===== config.mk =====
export PLATFORM = sky130hd
export DESIGN_NAME = ai_status_monitor
export DESIGN_NICKNAME = d
export VERILOG_FILES = /design/src/rtl/ai_status_monitor.sv
export SDC_FILE = /design/constraint.sdc
export NUM_CORES = 1
export LEC_CHECK = 0
export CORE_ASPECT_RATIO = 1.4
export CORE_MARGIN = 10
export CORE_UTILIZATION = 40
export CTS_BUF_LIST = sky130_fd_sc_hd__clkbuf_4
export DETAILED_ROUTE_END_ITERATION = 8
export HOLD_SLACK_MARGIN = 0.1
export PLACE_DENSITY = 0.69
export SLEW_MARGIN = 10
export SYNTH_ARGS = -nofsm -noshare
export SYNTH_HDL_FRONTEND = slang
export SYNTH_SLANG_ARGS = --single-unit

===== constraint.sdc =====
create_clock -name clk -period 2.75 [get_ports clk]
set_input_delay 0.275 -clock clk [delete_from_list [all_inputs] [get_ports clk]]
set_output_delay 0.275 -clock clk [all_outputs]
set_load 0.01 [all_outputs]

===== src/rtl/ai_status_monitor.sv =====
// rtl/ai_status_monitor.sv - per-channel sticky error flags, saturating counters, first-error capture and irq
module ai_status_monitor #(
   parameter int NCH   = 4,
   parameter int CNT_W = 8,
   parameter int EDGE  = 0,
   localparam int IDW  = (NCH > 1) ? $clog2(NCH) : 1
) (
   input  logic                 clk,
   input  logic                 rst,
   input  logic                 init,
   input  logic [NCH-1:0]       err_in,
   input  logic [NCH-1:0]       clr,
   input  logic [NCH-1:0]       irq_mask,
   output logic [NCH-1:0]       sticky,
   output logic [NCH*CNT_W-1:0] cnt,
   output logic                 first_vld,
   output logic [IDW-1:0]       first_id,
   output logic                 irq
);

   logic [NCH-1:0]   prev;
   logic [NCH-1:0]   evt;
   logic [IDW-1:0]   low_id;
   logic [CNT_W-1:0] cnt_r [NCH];

   always_comb begin
      evt = (EDGE != 0) ? (err_in & ~prev) : err_in;
   end

   // Scan downward so the lowest flagged channel wins.
   always_comb begin
      low_id = '0;
      for (int i = NCH - 1; i >= 0; i--) begin
         if (evt[i]) low_id = IDW'(i);
      end
   end

   for (genvar g = 0; g < NCH; g++) begin : g_cnt
      assign cnt[g*CNT_W +: CNT_W] = cnt_r[g];
   end

   always_ff @(posedge clk) begin
      if (!rst) begin
         prev      <= '0;
         sticky    <= '0;
         first_vld <= 1'b0;
         first_id  <= '0;
         irq       <= 1'b0;
         for (int i = 0; i < NCH; i++) cnt_r[i] <= '0;
      end else begin
         // prev tracks the raw input regardless of init/clr so edge detect stays coherent.
         prev <= err_in;
         if (init) begin
            sticky    <= '0;
            first_vld <= 1'b0;
            first_id  <= '0;
            irq       <= 1'b0;
            for (int i = 0; i < NCH; i++) cnt_r[i] <= '0;
         end else begin
            for (int i = 0; i < NCH; i++) begin
               if (evt[i]) begin
                  sticky[i] <= 1'b1;
                  if (clr[i])
                     cnt_r[i] <= CNT_W'(1);
                  else if (cnt_r[i] != {CNT_W{1'b1}})
                     cnt_r[i] <= cnt_r[i] + CNT_W'(1);
               end else if (clr[i]) begin
                  sticky[i] <= 1'b0;
                  cnt_r[i]  <= '0;
               end
            end
            if (!first_vld && (|evt)) begin
               first_vld <= 1'b1;
               first_id  <= low_id;
            end
            irq <= |(sticky & ~irq_mask);
         end
      end
   end

endmodule

## Yosys cells after proc, flatten, opt, wreduce, memory -nomap -nowiden

Memory sizes are Yosys's and may differ from the RTL's.
Index checks and enable logic that the tools add are counted.

- Register bits: 8
- Bits in writable memories: 32
- Bits of input ports: 15
- Output and inout bits: 40
- Word-level logic and storage cells: 136
- Memories: 1

Memories:

| name | words | bits a word | rd ports | clocked after Yosys merged registers in | write ports | line | text |
|---|---|---|---|---|---|---|---|
| cnt_r | 4 | 8 | 4 | 0 | 4 | 24 | `logic [CNT_W-1:0] cnt_r [NCH];` |

- Add/subtract/negate cells: 4
- Equal/unequal tests: 4
- Mux-type cells: 92
- Bitwise gates (word level): 19
- Reduce and logical (&&, ||, !) cells: 9

Operators with widths:

| operator | count |
|---|---|
| $mux 8 | 16 |
| $mux 1 | 72 |
| $add 8x1->8 const B | 4 |
| $ne 8x8->1 const B | 4 |
| $or 1x1->1 | 16 |
| $mux 2 | 4 |
| $reduce_bool 2->1 | 4 |
| $reduce_or 4->1 | 2 |
| $and 4x4->4 | 1 |
| $not 4->4 | 1 |
| $reduce_or 2->1 | 1 |
| $logic_and 1x1->1 | 1 |
| $logic_not 1->1 | 1 |
| $not 1->1 | 1 |

## Depth between registers and ports, before layout

- Depth in word-level cells: 9
- Depth in mapped cells: 6
- Gate-level depth less buffers: 5

## Least setup slack after synthesis

OpenSTA, ideal clock, no wires.

- Path kind: reg2reg
- Start point: mem cnt_r[2][0]
- End point: mem cnt_r[2][0] (enable)
- Arrival: 1,321 ps
- Data required time: 2,421 ps
- Path slack: 1,099 ps
- Stages on the path, launching flop included: 5
- Buffers on the path: 0
- Period minus slack after synthesis: 1,651 ps
- Cell sequence: edfxtp_1 -> ha_1 -> nand4_1 -> nand3_1 -> nand2_1

RTL lines:

| item | line |
|---|---|
| from (decl) | 24 |

==> impl_results.md <==
* Status: finished clean
* Non-filler instance count after layout at 328
* P&R area growth vs syn at 34.9%
* Hold_buf cts at 0
* Antenna Cells at 0
* Drt pass-1 iters at 4
* Worst hold endpoint: sticky[1]
* Met3 WL at 436 um
* GRT Overall Usage at 12.0%
* Synth area leader: edfxtp_1
* Type of the worst setup path: reg -> reg
* Uppermost layer routed: met4
* Reg power frac at 56.7%
* Clk sink count at 40
* PD cells at 444 nW/um^2
* 1st-iter DRT viols at 67
* Max-slew headroom at 71.2%
* Synth Area in Adders at 2.52%
* Core Rows at 30
* Die width at 79.6 um
* P_leak at 0.946 nW
* Top-count cell post-synth: nor2_1
* Worst-margin pin slew at 0.421 ns
* Maximum resistive drop on vdd at 318 uV
* Most common flop cell mapped by yosys: edfxtp_1
* Clk Latency, worst-skew pair at 0.34 ns
* Congestion Overflow GR at 0
* Synthesized cell area at 1990 um^2
* Syn Nets at 223
* Nature of the critical path endpoint: register
* DP HPWL at 3670 um
* Critical Path AT at 1.91 ns
* Fmax at 528 MHz
* Placed cells at 320
* Residual DRC at 0
* Drt wl/cell at 14.4 um
* Setup violators final at 0
* Met2 WL at 2210 um
* Async set-reset flop share out of synthesis at 0%
* R2R cell count at 4
* Pins Over Slew Limit at 0
* Number of setup buffers added after CTS at 0
* Drt total wl at 4720 um
* Post-synthesis mux area share at 1.01%
* Via count at 1,675
* DR vias/cell at 5.11
* Core region area at 4840 um^2
* Share of layout cells above drive strength 1 at 4.55%
* Post-Synth XOR/XNOR Area at 8.81%
* Initial antenna violation count at 0
* ANT nets after route at 0
* CTS tree: done
* RSZ-0062 raised after global routing: false
* Routability Congestion at 0.758
* WHS Path Cells at 2
* Fin crit period at 1.90 ns
* Post-synthesis compound-gate area fraction at 11.1%
* Root Driver: clkbuf_4
* P_sw at 267 uW
* Initial Util at 41.1%
* Net Sw Frac at 22.4%
* Most area-consuming cells after synthesis: edfxtp_1 (36%), dfxtp_1 (16%), nor2_1 (7.4%)
* Simple-Gate Fraction of Synth Area at 20.8%
* Fillers at 438
* Power Internal at 924 uW
* WP data required at 2.77 ns
* CTS buffer count at 5
* Worst Hold Launch: sticky[1]
* Wire length on met1 at 1990 um
* Setup slack, reg-to-reg at 0.85 ns
* Hold WS at 0.510 ns
* Syn Inst Count at 204
* Top-area cell type share of the netlist area at 36.2%
* Netlist cell types at 35
* Yosys warning count at 0
* Share of total power in the clock network at 32.4%
* Port Buffers at 54
* Global-route wire length before repair at 7820 um
* Min-Delay Path Class: reg -> reg
* Post-synthesis area per instance at 9.75 um^2
* Clk_skew at 0.00653 ns
* Post-CTS sizing at 0
* Pin count of the biggest net entering global routing at 13
* Final hold viol count at 0
* Tcrit/Tclk final at 68.9%
* Die height at 103 um
* Worst R2R Start: cnt_r[2][0]
* I/O pin count at 55
* Worst-path clk slew at 0.12 ns
* Fin Setup TNS at 0 ns
* Sequential share of the synthesized area at 52.4%
* Crit-path max FO at 8
* Main combinational cell family by area after synthesis: simple AND/OR/NAND/NOR gates
* CP startpoint kind: register
* Combinational cell fraction of total power at 10.9%
* CTS Buffer Depth at 2
* Die area at 8230 um^2
* Maxcap violations at 0
* Htree depth at 2
* Seq cells post-synth at 40
* EDFF count, synth at 24
* Vias in the first global route at 1,646
* RR Endpoint: cnt_r[2][3]
* Top cells by count, synth: nor2_1 (39), edfxtp_1 (24), dfxtp_1 (16)
* Total power at 1.19 mW
* CP startpoint: cnt_r[2][0]
* Fin nets at 282
## kinds of logic after synthesis
family	count (synthesis)
AND/OR/NAND/NOR	89
flip-flops	40
AO/OA/AOI/OAI	32
XOR/XNOR	20
buffers and inverters	17
adder cells (fa/ha/maj)	4
multiplexers	2
## area by class of cell
cell class | instances | area (um^2) | share of cell area [%]
Inverter | 14 | 52.6 | 1.96
Multi-Input combinational cell | 147 | 881 | 32.8
Clock inverter | 2 | 35.0 | 1.31
Clock buffer | 6 | 45.0 | 1.68
Sequential cell | 40 | 1040 | 38.8
Tap cell | 64 | 80.1 | 2.99
Timing Repair Buffer | 55 | 548 | 20.4
## sequential cells by signal, summed over array words and instances (netlist names)
name	count
first_id	2
irq	1
cnt_r	32
first_vld	1
sticky	4
## critical path, cell delays in order (launching register included)
cell,delay (ns)
edfxtp_1,0.52
ha_1,0.32
nand4_1,0.12
nand3_1,0.24
nand2_1,0.38
## per-stage QoR
stage	instance area, um^2	utilization [%]	worst slack (ns)
floorplan	1990	-	1.10
global placement	2600	53.7	0.764
detailed placement	2600	53.7	0.666
CTS	2680	55.4	0.853
global route	2680	55.4	0.642
finish	2680	55.4	0.855
## layer usage
metal  GRT usage (%)  vias up
met2            18.9       48
met1            14.0      778
li1                -      843
met4            4.98        0
met3            5.19        6
met5               0        -
## power groups by stage
stage | Sequential [mW] | Combinational [mW] | Clock [mW]
after floorplan | 0.694 | 0.0465 | 0
after global placement | 0.689 | 0.130 | 0
after detailed placement | 0.690 | 0.131 | 0
after CTS | 0.676 | 0.132 | 0.400
after global routing | 0.681 | 0.144 | 0.421
final | 0.676 | 0.130 | 0.386
## how the worst max path moves through the flow
stage / slack (ns) / endpoint / cells past startpoint
after floorplan: 1.10 / cnt_r[2][0] / 4
after global placement: 0.76 / cnt_r[2][3] / 5
after detailed placement: 0.67 / cnt_r[2][0] / 5
after CTS: 0.85 / cnt_r[2][1] / 4
after global routing: 0.64 / cnt_r[2][1] / 4
final: 0.85 / cnt_r[2][3] / 4
## layout by cell type (no fill, tap or decap), drive strengths merged, types with 2 or more instances in the layout
master and count:
dfxtp 16, nand3 14, and3 2, mux2i 2, o211a 2, o21ai 5, nand2 14, inv 14
nor2b 2, o221a 2, clkbuf 6, xor2 10, and4 2, or4 3, nand4 5, clkdlybuf4s50 54
nand2b 4, nor2 39, a21oi 11, edfxtp 24, nor3 2, o31ai 4, ha 4, xnor2 10
No activity file was read; power rests on OpenSTA's default activity.
